`config.mk`:
```
export PLATFORM = sky130hd
export DESIGN_NAME = sterownik_wyjsc_flat
export DESIGN_NICKNAME = d
export VERILOG_FILES = /design/src/rtl/sterownik_wyjsc_pkg.sv /design/src/rtl/sterownik_wyjsc_if.sv /design/src/rtl/sterownik_wyjsc_koder_priorytetowy.sv /design/src/rtl/sterownik_wyjsc.sv /design/src/flat_wrapper.sv
export SDC_FILE = /design/constraint.sdc
export NUM_CORES = 1
export LEC_CHECK = 0
export ABC_CLOCK_PERIOD_IN_PS = 3200
export CAP_MARGIN = 20
export CORE_MARGIN = 5
export CORE_UTILIZATION = 55
export DETAILED_ROUTE_END_ITERATION = 7
export PLACE_DENSITY_LB_ADDON = 0.2
export SYNTH_ARGS = -nofsm -noshare
export SYNTH_HDL_FRONTEND = slang
export SYNTH_SLANG_ARGS = --single-unit
```
`constraint.sdc`:
```
create_clock -name clk -period 3.2 [get_ports clk]
set_input_delay 0.48 -clock clk [delete_from_list [all_inputs] [get_ports clk]]
set_output_delay 0.48 -clock clk [all_outputs]
set_load 0.01 [all_outputs]
```
`src/rtl/sterownik_wyjsc_pkg.sv`:
```
// Shared types and widths for the output-refresh controller.
//   stan_t        : FSM state encoding
//   ADR_W, DANE_W : image index / byte widths
//   LICZ_W        : strobe-width counter width
//   N_BAJTOW      : number of bytes in the output image
package sterownik_wyjsc_pkg;

   localparam int unsigned ADR_W    = 3;
   localparam int unsigned DANE_W   = 8;
   localparam int unsigned LICZ_W   = 4;
   localparam int unsigned N_BAJTOW = 8;

   typedef enum logic [2:0] {
      IDLE   = 3'd0,
      SETUP  = 3'd1,
      STROBE = 3'd2,
      HOLD   = 3'd3,
      KONIEC = 3'd4
   } stan_t;

endpackage

```
`src/rtl/sterownik_wyjsc_if.sv`:
```
// CPU write path, refresh request, read-back and output-demux lines of the
// output-refresh controller.
//   slave  : the controller side (sterownik_wyjsc)
//   master : the CPU / scan-engine side
interface sterownik_wyjsc_if;
   import sterownik_wyjsc_pkg::*;

   logic                wr_en;
   logic [ADR_W-1:0]    wr_adr;
   logic [DANE_W-1:0]   wr_dane;
   logic                odswiez;
   logic                pelne;
   logic [ADR_W-1:0]    rd_adr;
   logic [DANE_W-1:0]   rd_dane;
   logic [ADR_W-1:0]    dmx_sel;
   logic [DANE_W-1:0]   dmx_dane;
   logic                dmx_zapis;
   logic                zajety;
   logic                gotowe;
   logic [N_BAJTOW-1:0] brudne;

   modport slave (
      input  wr_en, wr_adr, wr_dane, odswiez, pelne, rd_adr,
      output rd_dane, dmx_sel, dmx_dane, dmx_zapis, zajety, gotowe, brudne
   );

   modport master (
      output wr_en, wr_adr, wr_dane, odswiez, pelne, rd_adr,
      input  rd_dane, dmx_sel, dmx_dane, dmx_zapis, zajety, gotowe, brudne
   );

endinterface

```
`src/rtl/sterownik_wyjsc_koder_priorytetowy.sv`:
```
// Lowest-set-bit finder over the dirty mask, searching upward from a start
// index (inclusive or exclusive of the start itself).
//   maska       : candidate bits
//   start       : first index to consider
//   wlacznie    : 1 = start itself is eligible, 0 = only indices above start
//   znaleziony_c: a candidate exists
//   indeks_c    : lowest eligible set index (0 when none)
module koder_priorytetowy
   import sterownik_wyjsc_pkg::*;
(
   input  logic [N_BAJTOW-1:0] maska,
   input  logic [ADR_W-1:0]    start,
   input  logic                wlacznie,
   output logic                znaleziony_c,
   output logic [ADR_W-1:0]    indeks_c
);

   // Scan downward so the last hit written is the lowest eligible index.
   always_comb begin
      znaleziony_c = 1'b0;
      indeks_c     = '0;
      for (int i = N_BAJTOW - 1; i >= 0; i--) begin
         if (maska[i] && ((i > int'(start)) || (wlacznie && (i == int'(start))))) begin
            znaleziony_c = 1'b1;
            indeks_c     = ADR_W'(i);
         end
      end
   end

endmodule

```
`src/rtl/sterownik_wyjsc.sv`:
```
// Output-refresh controller: holds the 8-byte output image, tracks dirty
// bytes and, on each refresh request, walks the dirty bytes in ascending
// order driving the output demux with a setup / strobe / hold sequence.
//   clk, rst : system clock, synchronous active-high reset
//   bus      : CPU write port, refresh request, read-back, demux outputs
//   ZAPIS_SZER : dmx_zapis strobe width in cycles (1..15)
module sterownik_wyjsc
   import sterownik_wyjsc_pkg::*;
#(
   parameter int unsigned ZAPIS_SZER = 1
)
(
   input  logic           clk,
   input  logic           rst,
   sterownik_wyjsc_if.slave bus
);

   localparam logic [LICZ_W-1:0] SZER_M1 = LICZ_W'(ZAPIS_SZER - 1);

   stan_t               stan;
   logic [DANE_W-1:0]   obraz [N_BAJTOW];
   logic [N_BAJTOW-1:0] brudne_q;
   logic [N_BAJTOW-1:0] brudne_d;
   logic [ADR_W-1:0]    sel_q;
   logic [DANE_W-1:0]   dane_q;
   logic                zapis_q;
   logic                gotowe_q;
   logic                oczek_q;
   logic                oczek_pelne_q;
   logic [LICZ_W-1:0]   licz_q;

   logic                akcept_c;
   logic                pelne_c;
   logic                laduj_c;
   logic [N_BAJTOW-1:0] enc_maska;
   logic [ADR_W-1:0]    enc_start;
   logic                enc_wl;
   logic                znal_c;
   logic [ADR_W-1:0]    idx_c;

   koder_priorytetowy u_koder (
      .maska        (enc_maska),
      .start        (enc_start),
      .wlacznie     (enc_wl),
      .znaleziony_c (znal_c),
      .indeks_c     (idx_c)
   );

   // Pass start/restart decision, encoder inputs and next dirty vector.
   // A request arriving during KONIEC merges with the pending one.
   always_comb begin
      akcept_c  = 1'b0;
      pelne_c   = 1'b0;
      enc_start = '0;
      enc_wl    = 1'b1;
      enc_maska = '0;
      laduj_c   = 1'b0;
      brudne_d  = brudne_q;

      case (stan)
         IDLE: begin
            akcept_c = bus.odswiez;
            pelne_c  = bus.odswiez & bus.pelne;
         end
         KONIEC: begin
            akcept_c = oczek_q | bus.odswiez;
            pelne_c  = oczek_pelne_q | (bus.odswiez & bus.pelne);
         end
         HOLD: begin
            enc_start = sel_q;
            enc_wl    = 1'b0;
         end
         default: ;
      endcase

      enc_maska = brudne_q | {N_BAJTOW{pelne_c}};
      laduj_c   = ((stan == HOLD) || akcept_c) && znal_c;

      // Full-refresh OR, then clear of the byte being loaded; a CPU write
      // to the same byte wins so the new value goes out next pass.
      brudne_d = enc_maska;
      if (laduj_c)
         brudne_d[idx_c] = 1'b0;
      if (bus.wr_en)
         brudne_d[bus.wr_adr] = 1'b1;
   end

   // Image, dirty bits, pending request and the refresh FSM.
   always_ff @(posedge clk) begin
      if (rst) begin
         stan          <= IDLE;
         brudne_q      <= '1;
         sel_q         <= '0;
         dane_q        <= '0;
         zapis_q       <= 1'b0;
         gotowe_q      <= 1'b0;
         oczek_q       <= 1'b0;
         oczek_pelne_q <= 1'b0;
         licz_q        <= '0;
         for (int i = 0; i < int'(N_BAJTOW); i++)
            obraz[i] <= '0;
      end else begin
         brudne_q <= brudne_d;
         gotowe_q <= 1'b0;

         if (bus.wr_en)
            obraz[bus.wr_adr] <= bus.wr_dane;

         // Snapshot is taken from the image before any same-cycle write.
         if (laduj_c) begin
            sel_q  <= idx_c;
            dane_q <= obraz[idx_c];
         end

         if (bus.odswiez && ((stan == SETUP) || (stan == STROBE) || (stan == HOLD))) begin
            oczek_q       <= 1'b1;
            oczek_pelne_q <= oczek_pelne_q | bus.pelne;
         end

         case (stan)
            IDLE, KONIEC: begin
               if (akcept_c) begin
                  oczek_q       <= 1'b0;
                  oczek_pelne_q <= 1'b0;
                  if (znal_c) begin
                     stan <= SETUP;
                  end else begin
                     stan     <= KONIEC;
                     gotowe_q <= 1'b1;
                  end
               end else begin
                  stan <= IDLE;
               end
            end
            SETUP: begin
               stan    <= STROBE;
               zapis_q <= 1'b1;
               licz_q  <= SZER_M1;
            end
            STROBE: begin
               if (licz_q == '0) begin
                  stan    <= HOLD;
                  zapis_q <= 1'b0;
               end else begin
                  licz_q <= licz_q - LICZ_W'(1);
               end
            end
            HOLD: begin
               if (znal_c) begin
                  stan <= SETUP;
               end else begin
                  stan     <= KONIEC;
                  gotowe_q <= 1'b1;
               end
            end
            default: stan <= IDLE;
         endcase
      end
   end

   assign bus.rd_dane   = obraz[bus.rd_adr];
   assign bus.dmx_sel   = sel_q;
   assign bus.dmx_dane  = dane_q;
   assign bus.dmx_zapis = zapis_q;
   assign bus.gotowe    = gotowe_q;
   assign bus.brudne    = brudne_q;
   assign bus.zajety    = (stan != IDLE);

endmodule

```
`src/flat_wrapper.sv`:
```
// flat-port wrapper written by rule: the top's interface ports become plain ports
module sterownik_wyjsc_flat import sterownik_wyjsc_pkg::*;
#(
   parameter int unsigned ZAPIS_SZER = 1
)
  (clk, rst, bus_wr_en, bus_wr_adr, bus_wr_dane, bus_odswiez, bus_pelne, bus_rd_adr, bus_rd_dane, bus_dmx_sel, bus_dmx_dane, bus_dmx_zapis, bus_zajety, bus_gotowe, bus_brudne);
  sterownik_wyjsc_if bus_i ();
  input  logic clk;
  input  logic rst;
  input wire logic [$bits(bus_i.wr_en)-1:0] bus_wr_en;
  input wire logic [$bits(bus_i.wr_adr)-1:0] bus_wr_adr;
  input wire logic [$bits(bus_i.wr_dane)-1:0] bus_wr_dane;
  input wire logic [$bits(bus_i.odswiez)-1:0] bus_odswiez;
  input wire logic [$bits(bus_i.pelne)-1:0] bus_pelne;
  input wire logic [$bits(bus_i.rd_adr)-1:0] bus_rd_adr;
  output wire logic [$bits(bus_i.rd_dane)-1:0] bus_rd_dane;
  output wire logic [$bits(bus_i.dmx_sel)-1:0] bus_dmx_sel;
  output wire logic [$bits(bus_i.dmx_dane)-1:0] bus_dmx_dane;
  output wire logic [$bits(bus_i.dmx_zapis)-1:0] bus_dmx_zapis;
  output wire logic [$bits(bus_i.zajety)-1:0] bus_zajety;
  output wire logic [$bits(bus_i.gotowe)-1:0] bus_gotowe;
  output wire logic [$bits(bus_i.brudne)-1:0] bus_brudne;
  assign bus_i.wr_en = bus_wr_en;
  assign bus_i.wr_adr = bus_wr_adr;
  assign bus_i.wr_dane = bus_wr_dane;
  assign bus_i.odswiez = bus_odswiez;
  assign bus_i.pelne = bus_pelne;
  assign bus_i.rd_adr = bus_rd_adr;
  assign bus_rd_dane = bus_i.rd_dane;
  assign bus_dmx_sel = bus_i.dmx_sel;
  assign bus_dmx_dane = bus_i.dmx_dane;
  assign bus_dmx_zapis = bus_i.dmx_zapis;
  assign bus_zajety = bus_i.zajety;
  assign bus_gotowe = bus_i.gotowe;
  assign bus_brudne = bus_i.brudne;
  sterownik_wyjsc #(.ZAPIS_SZER(ZAPIS_SZER)) u_core (.clk(clk), .rst(rst), .bus(bus_i));
endmodule
```
After elaboration in Yosys (flattened, before gate mapping)

Memories as Yosys holds them, arrays and structs flattened. A register that Yosys moved wholly into a read port is not among the register bits.
Index checks and enable logic that the tools add are counted.

Output and inout bits: 30
Register bits after elaboration: 22
Bits in writable memories: 64
Bits of input ports: 19
Memories: 1
Bits in latches: 0
Bits in read-only memories: 0
Logic and storage cells: 132

Memories:

| name         | words | width | read ports | clocked after Yosys merged registers in | wr ports | RTL line              | source |
|---|---|---|---|---|---|---|---|
| u_core.obraz | 8     | 8     | 2          | 1                                       | 8        | sterownik_wyjsc.sv:21 | `logic [DANE_W-1:0] obraz [N_BAJTOW];` |

Shift operators: 0
Mux-type cells: 51
Div/mod/pow operators: 0
Bitwise gates (word level): 8
Eq/ne operators: 13
$lt $le $gt $ge: 11
Reductions and logical operators: 39
$add $sub $neg: 1
$mul: 0

Operator list:

| kind                                                                                | number |
|---|---|
| 3-bit two-way mux                                                                   | 13 |
| 1-bit two-way mux                                                                   | 26 |
| 8-bit two-way mux                                                                   | 3 |
| 1-bit logical AND                                                                   | 20 |
| 8-bit bitwise OR                                                                    | 2 |
| 3-bit == test, first input constant                                                 | 4 |
| 3-bit > comparator, first input constant                                            | 4 |
| 3-bit one-hot mux with 4 select lines                                               | 1 |
| 1-bit logical OR                                                                    | 10 |
| 8-bit AND                                                                           | 1 |
| 3-bit by 4-bit < comparator with 1-bit output, second input constant                | 2 |
| 8-bit inverter                                                                      | 1 |
| 1-bit one-hot mux with 2 select lines                                               | 4 |
| 4-bit one-hot mux with 2 select lines                                               | 1 |
| 8-bit OR reduction                                                                  | 1 |
| 1-bit demux with 3-bit select                                                       | 2 |
| 2-bit by 3-bit == test with 1-bit output, first input constant                      | 2 |
| 3-bit by 2-bit == test with 1-bit output, second input constant                     | 2 |
| 3-bit by 1-bit greater-or-equal comparator with 1-bit output, second input constant | 2 |
| 2-bit by 3-bit > comparator with 1-bit output, first input constant                 | 2 |
| 3-bit logical NOT                                                                   | 2 |
| 4-bit logical NOT                                                                   | 1 |
| 4-bit two-way mux                                                                   | 1 |
| 2-bit inequality test, second input constant                                        | 2 |
| other kinds (11)                                                                    | 14 |

Depth between registers and ports, before layout

Gate-level depths: netlist (run 1).

Depth in word-level cells: 23
Depth in mapped cells: 9
Mapped depth without buffers: 9

By module

Synthesis (run 1) repeated with hierarchy kept, for this count alone.

Cell total of the unflattened synthesis: 417
Area total of the unflattened synthesis: 5069.9 um^2

Modules (own cells, without submodules):

| module             | cells an instance | area each (um^2) | sequential area each (um^2) | instances |
|---|---|---|---|---|
| sterownik_wyjsc    | 368               | 4803.4           | 2522.4                      | 1 |
| koder_priorytetowy | 49                | 266.5            | 0.0                         | 1 |

Worst setup path after synthesis (run 1)

Ideal clock, no wire load.

Kind: input -> output
Start point: input bus_rd_adr[1]
End point: output bus_rd_dane[0]
Setup slack: 0.469 ns
Data arrival time: 2.251 ns
Data required time: 2.720 ns
Stages on the path: 4
Path buffers: 2
Cells stage by stage: clkbuf_1 buf_1 mux4_2 mux2_2

Longest elaborated chain between the ends: 1

Ends and longest elaborated chain:

| item             | RTL line           | source |
|---|---|---|
| start, declared  | flat_wrapper.sv:15 | `input wire logic [$bits(bus_i.rd_adr)-1:0] bus_rd_adr;` |
| memory 8 x 8 bit | --                 |  |
| end, declared    | flat_wrapper.sv:16 | `output wire logic [$bits(bus_i.rd_dane)-1:0] bus_rd_dane;` |

No other way between the ends.

Worst setup path after layout (run 1)

Start point: input bus_rd_adr[1]
End point: output bus_rd_dane[2]

The elaborated chain is that of the path after synthesis.

==> out/results.tsv, run 1 <==
stage	metric	value	unit
synth	yosysTopAreaCell	edfxtp_1	
cells_and_area	synthToLayoutAreaGrowth	19.88	%
power_and_ir_drop	ir_drop	0.4174	mV
sta	maxSlewHeadroom	52.88	%
sta	setup_viol	0	
sta	rsz0062_at_grt	no	
route	wirelength	13620	µm
synth	synthSimpleGateAreaFrac	21.68	%
clocking	cts_setup_buffers	0	
sta	tightest_slew	0.7042	ns
power_and_ir_drop	sw_frac_of_total	31.32	%
sta	setup-tns-final	0	ns
synth	synth_top_family_by_area	simple AND/OR/NAND/NOR gates	
synth	yosysWarnings	0	
floorplan	design.core.area	8806	µm²
clocking	cts-buffers-inserted	9	
route	detail-route-antenna-nets	0	
synth	synth_edf_count	64	
floorplan	start_util	56.96	%
clocking	cts_buffer_depth	2	
synth	synthArstFlopShare	0	%
synth	synthMuxAreaShare	9.179	%
floorplan	rows	34	
sta	finalHoldViolCount	0	
status	outcome	complete, no violations	
route	drt_iter0_markers	400	
job	cap_violations	0	
clocking	cts_root_buffer	clkbuf_8	
synth	synth-seq-cells	94	
floorplan	die_w	105.5	µm
floorplan	dieArea	11130	µm²
power_and_ir_drop	p_per_area	594.0	nW/µm²
clocking	cts_tree	built	
synth	synth_compound_area_share	15.32	%
critical_path	endpoint_kind	output port	
clocking	cts_htree_levels	3	
placed_design	io_buffers	48	
placed_design	dpl.cell_count	612	
clocking	clk-insertion-delay-late	0.36	ns
synth	syn_area	5016	µm²
route	viasPerCell	6.352	
placed_design	placed_cell_area	5771	µm²
cells_and_area	finalNetCount	536	
cells_and_area	num_antenna_cells	0	
power_and_ir_drop	p_total	3.572	mW
route	vias	3989	
critical_path	worstSetupStartpointType	primary input	
route	drc_errors	0	
cells_and_area	drive_gt1_share	17.88	%
clocking	cts_resized	0	
critical_path	critPathBufInv	3	
sta	fin_skew	0.01298	ns
synth	netlist_instances	448	
synth	synth_flop_cell	edfxtp_1	
sta	fin_crit_sh	93.17	%
synth	synth_cell_types	65	
clocking	cts_sinks	94	
global_route	grt_pass1_vias	3874	
placed_design	pre_cts_slack	0.2286	ns
power_and_ir_drop	leakage	2.143	nW
critical_path	critical_path_required	2.72	ns
sta	whs	0.4780	ns
critical_path	path_max_fanout	16	
critical_path	crit_family	buffers and inverters	
route	firstDrtPassIters	6	
hold_path	hp-class	reg2reg	
synth	seq_area_frac_synth	50.29	%
placed_design	place_congestion	0.9256	
synth	synth_xor_area_share	0.5238	%
synth	synth_top_area_share	38.31	%
floorplan	die_h	105.5	µm
synth	synthAdderAreaFrac	0.4989	%
clocking	hold_buffers	0	
synth	synthTopCellsByCount	66 x and2_1, 64 x edfxtp_1, 34 x nor2_1	
power_and_ir_drop	combPwrFrac	29.3	%
critical_path	path_cells	clkdlybuf4s50_1 -> buf_12 -> mux4_2 -> mux2_2 -> clkdlybuf4s50_1	
sta	timing.final.crit_period	2.981	ns
cells_and_area	fin_util	68.29	%
critical_path	cp_slowest_cell	mux4_2	
power_and_ir_drop	pwr-share-seq	44.0	%
route	wl_per_cell	21.69	µm
floorplan	ioPinCount	49	
global_route	grt_antenna_before_repair	0	
cells_and_area	layout.cells.non_filler	628	
sta	layout_setup_ws	0.2186	ns
critical_path	cp.arrival	2.50	ns
power_and_ir_drop	switchingPower	1.119	mW
power_and_ir_drop	p_clk_share	26.7	%
global_route	grt_max_degree	23	
critical_path	slowest_delay	0.53	ns
synth	avgSynthCellArea	11.20	µm²
synth	syn_nets	469	
clocking	clk_pin_slew	0.10	ns
critical_path	critPathKind	in2out	
placed_design	hpwl	9509	µm
critical_path	worst_path_most_repeated_cell	clkdlybuf4s50_1	
global_route	grtUsageTotal	25.25	%
synth	synth.most_common_cell	and2_1	
power_and_ir_drop	p_int	2.453	mW
global_route	grt_pass1_wl	21680	µm
synth	synth.top_cells.by_area	edfxtp_1 38%, dfxtp_1 12%, and2_1 8.2%	
cells_and_area	final_cell_area	6013	µm²
sta	fmax	335.4	MHz
sta	slew_violations	0	
global_route	overflow	0	
## per-layer routing
layer | vias up | GRT usage, % | wire, µm
li1 | 1819 | - | -
met4 | 0 | 7.123 | 204
met1 | 1954 | 32.55 | 5421
met3 | 18 | 6.112 | 1251
met2 | 198 | 42.71 | 6742
met5 | - | 0 | 0
## layout make-up
cell class              instances  area (µm²)
clock inverters                 6       115.1
clock buffers                  10       127.6
repair buffers                 77       723.2
fillers                       676        2793
flip-flops and latches         94        2522
well taps                     108       135.1
multi-input cells             327        2367
inverters                       6       22.52
## cells in the final DEF, fill, tap and decap left out, types with 17 or more instances in the layout
master           count
o21ai_0             17
nor2_1              34
buf_4               27
nand2_1             30
dfxtp_1             30
and2_1              66
clkdlybuf4s50_1     48
edfxtp_1            64
nand3_1             20
## sequential cells by signal, summed over array words and instances (netlist names)
signal and cells:
u_core.obraz 64, u_core.bus.brudne 8, u_core.bus.dmx_dane 8, u_core.licz_q 4, u_core.bus.dmx_sel 3, u_core.stan 3, u_core.bus.dmx_zapis 1, u_core.bus.gotowe 1
u_core.oczek_pelne_q 1, u_core.oczek_q 1
## worst register-to-register path, cell delays in order, from the launching register on
cell and delay (ns):
dfxtp_1 0.64, nand3b_1 0.25, o21ai_1 0.33, and3_1 0.45, a31o_2 0.43, a22oi_1 0.17, and3_1 0.23, a2111oi_4 0.31
## final timing paths
kind	from	cells after the start	end	slack, ns
max	bus_rd_adr[1]	5	bus_rd_dane[2]	0.22
min reg2reg	u_core.bus.dmx_dane[3]$_SDFFE_PP0N_	2	u_core.bus.dmx_dane[3]$_SDFFE_PP0N_	0.48
min	u_core.bus.dmx_dane[3]$_SDFFE_PP0N_	2	u_core.bus.dmx_dane[3]$_SDFFE_PP0N_	0.48
max reg2reg	u_core.stan[0]$_SDFFE_PP0P_	7	u_core.bus.dmx_dane[4]$_SDFFE_PP0N_	0.29
## power by group through the flow
stage                     Clock, mW  Combinational (mW)  Sequential (mW)
final                         0.955                1.05             1.57
after global routing           1.02                1.14             1.59
after CTS                     0.962                1.04             1.57
after detailed placement          0                1.04             1.59
after global placement            0                1.00             1.58
after floorplan                   0               0.642             1.56
## cell families after synthesis
group                    Yosys count
adder cells (fa/ha/maj)            2
flip-flops                        94
multiplexers                      25
AO/OA/AOI/OAI                     98
AND/OR/NAND/NOR                  199
buffers and inverters             27
XOR/XNOR                           3
Power figures use the tool's default switching activity.
==> run 2, diff against run 1 <==
- ABC_CLOCK_PERIOD_IN_PS: 3200 -> 2900
- clock period: 3.2 -> 2.9 ns (I/O delays scaled with it)
==> run 2 against run 1 <==
Clock power fell by 7.7%. Final cell count up 2.4%. Routed wire length down 0.17%. Largest cell class unchanged. Total power increased by 5.8%.
==> out/results.tsv, run 2 (synthesis gave the netlist of run 1 again) <==
stage	metric	value	unit
cells_and_area	finalNetCount	551	
route	firstDrtPassIters	5	
sta	rsz0062_at_grt	no	
sta	fin_crit_sh	91.74	%
route	detail-route-antenna-nets	0	
global_route	overflow	0	
critical_path	critical_path_required	3.13	ns
critical_path	rr_endpoint	u_core.bus.dmx_dane[2]$_SDFFE_PP0N_	
power_and_ir_drop	p_int	2.549	mW
global_route	grtUsageMet3	7.885	%
critical_path	timing.rr.start	u_core.stan[2]$_SDFFE_PP0P_	
cells_and_area	final_common_cell	and2_1	
cells_and_area	fin_util	69.28	%
critical_path	worstSetupStartpointType	register	
sta	finalHoldViolCount	0	
power_and_ir_drop	ir_drop	0.3625	mV
placed_design	place_congestion	0.9065	
critical_path	crit_start	u_core.stan[2]$_SDFFE_PP0P_	
global_route	grt_pass1_wl	21270	µm
clocking	cts-buffers-inserted	9	
critical_path	crit_path_end	u_core.bus.dmx_dane[2]$_SDFFE_PP0N_	
sta	timing.final.crit_period	2.660	ns
sta	slew_violations	0	
cells_and_area	layout.cells.non_filler	643	
power_and_ir_drop	switchingPower	1.229	mW
floorplan	dieArea	11130	µm²
clocking	clk-insertion-delay-late	0.36	ns
sta	fmax	375.9	MHz
sta	setup_viol	0	
sta	maxSlewHeadroom	51.62	%
route	viasPerCell	6.386	
route	wirelength	13600	µm
cells_and_area	largest_reg_flops	64	
global_route	grt_use_met2	40.44	%
status	outcome	complete, no violations	
clocking	cts_root_buffer	clkbuf_8	
job	cap_violations	0	
placed_design	io_buffers	48	
cells_and_area	num_antenna_cells	0	
clocking	cts_buffer_depth	2	
hold_path	hp-class	reg2reg	
critical_path	r2r_setup_slack	0.24	ns
placed_design	hpwl	9452	µm
cells_and_area	layout_common_cells	66 x and2_1, 64 x edfxtp_1, 47 x clkdlybuf4s50_1	
critical_path	path_cells	buf_4 -> nand4b_1 -> o21ai_0 -> a22o_2 -> a31o_2 -> a22oi_1 -> and3_1 -> a2111oi_2	
power_and_ir_drop	sw_frac_of_total	32.53	%
clocking	cts_tree	built	
global_route	top_usage_layer	met2	
critical_path	cp_slowest_cell	a2111oi_2	
critical_path	path_max_fanout	11	
critical_path	cp.arrival	2.89	ns
clocking	cts_setup_buffers	0	
route	drc_errors	0	
clocking	hold_buffers	0	
power_and_ir_drop	p_total	3.778	mW
global_route	grt_pass1_vias	4033	
placed_design	dpl.cell_count	626	
cells_and_area	synthToLayoutAreaGrowth	21.63	%
sta	tightest_slew	0.7231	ns
power_and_ir_drop	p_per_area	619.3	nW/µm²
power_and_ir_drop	leakage	2.221	nW
floorplan	rows	34	
sta	fin_skew	0.01219	ns
global_route	grtUsageTotal	24.34	%
global_route	grt_antenna_before_repair	0	
critical_path	endpoint_kind	register	
floorplan	ioPinCount	49	
global_route	globalRouteMet1Util	30.38	%
floorplan	die_h	105.5	µm
power_and_ir_drop	combPwrFrac	31.3	%
critical_path	slowest_delay	0.42	ns
route	vias	4106	
floorplan	start_util	56.96	%
cells_and_area	drive_gt1_share	20.00	%
critical_path	rr_worst_depth	8	
global_route	grt_max_degree	23	
power_and_ir_drop	p_clk_share	23.3	%
critical_path	critPathKind	reg2reg	
floorplan	design.core.area	8806	µm²
clocking	cts_resized	0	
cells_and_area	regMostFlops	u_core.obraz	
route	drt_iter0_markers	370	
clocking	cts_htree_levels	3	
cells_and_area	fill_cells	647	
route	wl_per_cell	21.14	µm
clocking	cts_sinks	94	
power_and_ir_drop	pwr-share-seq	45.3	%
floorplan	die_w	105.5	µm
clocking	clk_pin_slew	0.09	ns
[run 2: layout make-up]
cell class / instances / area (µm²) / share of cell area (%)
inverter: 6 / 22.52 / 0.3692
clock buffer: 10 / 127.6 / 2.092
clock inverter: 6 / 70.07 / 1.148
sequential: 94 / 2522 / 41.35
timing repair buffer: 92 / 855.8 / 14.03
multi-input combinational: 327 / 2367 / 38.80
tap: 108 / 135.1 / 2.215
[run 2: worst min-delay path by stage]
stage	startpoint	end	slack, ns	cells past startpoint
2_1_floorplan	u_core.licz_q[3]$_SDFFE_PP0P_	u_core.licz_q[3]$_SDFFE_PP0P_	0.48	2
3_3_place_gp	u_core.bus.dmx_dane[6]$_SDFFE_PP0N_	u_core.bus.dmx_dane[6]$_SDFFE_PP0N_	0.47	2
3_5_place_dp	u_core.bus.dmx_dane[3]$_SDFFE_PP0N_	u_core.bus.dmx_dane[3]$_SDFFE_PP0N_	0.48	2
4_1_cts	u_core.bus.dmx_dane[3]$_SDFFE_PP0N_	u_core.bus.dmx_dane[3]$_SDFFE_PP0N_	0.49	2
5_1_grt	u_core.bus.dmx_dane[7]$_SDFFE_PP0N_	u_core.bus.dmx_dane[7]$_SDFFE_PP0N_	0.51	2
6_report	u_core.bus.dmx_dane[3]$_SDFFE_PP0N_	u_core.bus.dmx_dane[3]$_SDFFE_PP0N_	0.48	2
[run 2: stage by stage]
stage | hold slack, ns | setup TNS (ns) | area [µm²] | worst slack [ns]
after detailed placement | 0.4754 | -0.05931 | 5876 | -0.05931
after floorplan | 0.4800 | 0 | 5016 | 0.2586
after global placement | 0.4685 | 0 | 5876 | 0.01788
after global routing | 0.5083 | 0 | 6101 | 0.1354
final | 0.4848 | 0 | 6101 | 0.2395
after CTS | 0.4885 | 0 | 6073 | 0.01823
[run 2: critical path, delay by kind of cell, from the launching register on]
family | cells | cell delay [ns]
AO/OA/AOI/OAI | 5 | 1.46
AND/OR/NAND/NOR | 2 | 0.50
flip-flops | 1 | 0.38
buffers and inverters | 1 | 0.20
[run 2: per-layer routing]
layer,wire [µm],up-vias
li1,-,1849
met1,5296,1956
met2,6563,262
met3,1420,39
met4,315,0
met5,0,-
[run 2: power by group through the flow]
stage,clock network [mW],logic [mW],registers (mW)
5_1_grt,0.944,1.29,1.73
3_3_place_gp,0,1.14,1.73
2_1_floorplan,0,0.708,1.73
4_1_cts,0.893,1.18,1.71
6_report,0.881,1.18,1.71
3_5_place_dp,0,1.17,1.74
==> run 3, diff against run 2 <==
- CAP_MARGIN: 20 -> unset
- CTS_BUF_LIST: unset -> sky130_fd_sc_hd__clkbuf_8
==> run 3 against run 2 <==
Clock power hardly changed. Register-to-register slack improved by 0.03 ns. Routed wire length up 0.24%. Global-route usage unchanged. Highest routed layer unchanged.
==> out/results.tsv, run 3 (synthesis gave the netlist of run 1 again) <==
stage	metric	value	unit
cells_and_area	final_common_cell	and2_1	
global_route	grtUsageTotal	24.34	%
sta	timing.final.crit_period	2.640	ns
sta	fin_skew	0.01345	ns
global_route	grt_pass1_vias	4033	
global_route	grt_max_degree	23	
route	wl_per_cell	21.20	µm
cells_and_area	largest_reg_flops	64	
route	viasPerCell	6.390	
cells_and_area	num_antenna_cells	0	
clocking	cts_tree	built	
power_and_ir_drop	leakage	2.225	nW
critical_path	timing.rr.start	u_core.stan[2]$_SDFFE_PP0P_	
critical_path	rr_worst_depth	8	
critical_path	slowest_delay	0.50	ns
cells_and_area	regArea	2522	µm²
cells_and_area	fill_cells	647	
sta	layout_setup_ws	0.2598	ns
sta	finalHoldViolCount	0	
sta	tightest_slew	0.7161	ns
sta	fmax	378.8	MHz
route	drt_iter0_markers	370	
critical_path	worstSetupStartpointType	primary input	
clocking	clk_pin_slew	0.09	ns
floorplan	die_h	105.5	µm
global_route	overflow	0	
critical_path	path_max_fanout	16	
route	vias	4109	
route	drc_errors	0	
sta	setup_viol	0	
cells_and_area	regMostFlops	u_core.obraz	
cells_and_area	multi_input_area	2367	µm²
cells_and_area	drive_gt1_share	20.00	%
cells_and_area	layout_common_cells	66 x and2_1, 64 x edfxtp_1, 47 x clkdlybuf4s50_1	
critical_path	critPathKind	in2out	
floorplan	die_w	105.5	µm
critical_path	crit_family	buffers and inverters	
cells_and_area	finalNetCount	551	
critical_path	worst_path_most_repeated_cell	clkdlybuf4s50_1	
floorplan	ioPinCount	49	
sta	maxSlewHeadroom	52.08	%
critical_path	cp.arrival	2.21	ns
critical_path	r2r_setup_slack	0.27	ns
placed_design	pre_cts_slack	-0.05931	ns
power_and_ir_drop	p_per_area	619.1	nW/µm²
hold_path	whs_path_depth	2	
clocking	cts_buffer_depth	2	
sta	rsz0062_at_grt	no	
clocking	hold_buffers	0	
critical_path	critical_path_required	2.47	ns
clocking	cts_htree_levels	3	
route	detail-route-antenna-nets	0	
floorplan	rows	34	
floorplan	dieArea	11130	µm²
sta	fin_crit_sh	91.04	%
job	cap_violations	0	
critical_path	path_cells	clkdlybuf4s50_1 -> buf_12 -> mux4_2 -> mux2_2 -> clkdlybuf4s50_1	
route	firstDrtPassIters	5	
power_and_ir_drop	ir_drop	0.3625	mV
critical_path	rr_endpoint	u_core.bus.dmx_dane[2]$_SDFFE_PP0N_	
clocking	cts_root_buffer	clkbuf_8	
cells_and_area	synthToLayoutAreaGrowth	21.63	%
clocking	cts_sinks	94	
sta	slew_violations	0	
critical_path	critPathBufInv	3	
hold_path	whs_endpoint	u_core.bus.dmx_dane[3]$_SDFFE_PP0N_	
route	wirelength	13630	µm
critical_path	endpoint_kind	output port	
hold_path	hp-class	reg2reg	
critical_path	cp_slowest_cell	clkdlybuf4s50_1	
global_route	grt_pass1_wl	21270	µm
floorplan	design.core.area	8806	µm²
placed_design	hpwl	9452	µm
clocking	clk-insertion-delay-late	0.37	ns
floorplan	start_util	56.96	%
sta	setup-tns-final	0	ns
placed_design	place_congestion	0.9065	
clocking	cts-buffers-inserted	9	
hold_path	hold_start	u_core.bus.dmx_dane[3]$_SDFFE_PP0N_	
status	outcome	complete, no violations	
placed_design	io_buffers	48	
global_route	grt_antenna_before_repair	0	
==> run 3: cell count changes in the layout (fill, tap and decap cells not counted) <==
| cell | delta |
|---|---|
| clkbuf_1 | -1 |
| inv_1 | +1 |
==> run 3: stage by stage <==
step / area [µm²] / cells / utilization [%] / hold WS, ns / total power, mW
4_1_cts: 6073 / 642 / 68.97 / 0.4885 / 3.774
5_1_grt: 6101 / 643 / 69.28 / 0.5083 / 3.960
2_1_floorplan: 5016 / 448 / - / 0.4800 / 2.434
6_report: 6101 / 643 / 69.28 / 0.4848 / 3.777
3_5_place_dp: 5876 / 626 / 66.72 / 0.4754 / 2.910
3_3_place_gp: 5876 / 626 / 66.72 / 0.4685 / 2.869
==> run 3: layer usage <==
metal	global-route usage, %	wire length, µm	up-vias
li1	-	-	1849
met1	30.38	5357	1974
met2	40.44	6594	245
met3	7.885	1350	41
met4	7.678	327	0
met5	0	0	-
==> run 3: worst max-delay path by stage <==
stage / start / endpoint / slack [ns] / depth (start not counted)
floorplan: bus_rd_adr[1] / bus_rd_dane[0] / 0.26 / 4
global placement: bus_odswiez / u_core.bus.dmx_dane[2]$_SDFFE_PP0N_ / 0.02 / 8
detailed placement: bus_odswiez / u_core.bus.dmx_dane[2]$_SDFFE_PP0N_ / -0.06 / 8
CTS: bus_rd_adr[1] / bus_rd_dane[4] / 0.02 / 5
global route: u_core.stan[0]$_SDFFE_PP0P_ / u_core.bus.dmx_dane[2]$_SDFFE_PP0N_ / 0.14 / 8
finish: bus_rd_adr[0] / bus_rd_dane[4] / 0.26 / 5
==> run 3: layout make-up <==
| type | count | area share (%) |
|---|---|---|
| clock buffers | 9 | 2.030 |
| clock inverters | 7 | 1.210 |
| flip-flops and latches | 94 | 41.35 |
| multi-input cells | 327 | 38.80 |
| repair buffers | 92 | 14.03 |
| well taps | 108 | 2.215 |
| inverters | 6 | 0.3692 |
==> run 3: repair_timing <==
action                     CTS  global route
setup buffers                0             0
gates resized for setup      0             1
setup endpoints to repair    0             4
==> run 3: tightest hold or removal path: stages (launching register included) <==
cell	delay, ns
dfxtp_1	0.32
nand2_1	0.05
a31oi_1	0.06
==> run 3: power breakdown <==
group	total, mW	internal, mW	switching (mW)
clock	0.880	0.403	0.477
combinational	1.18	0.558	0.626
sequential	1.71	1.58	0.129
total	3.78	2.55	1.23
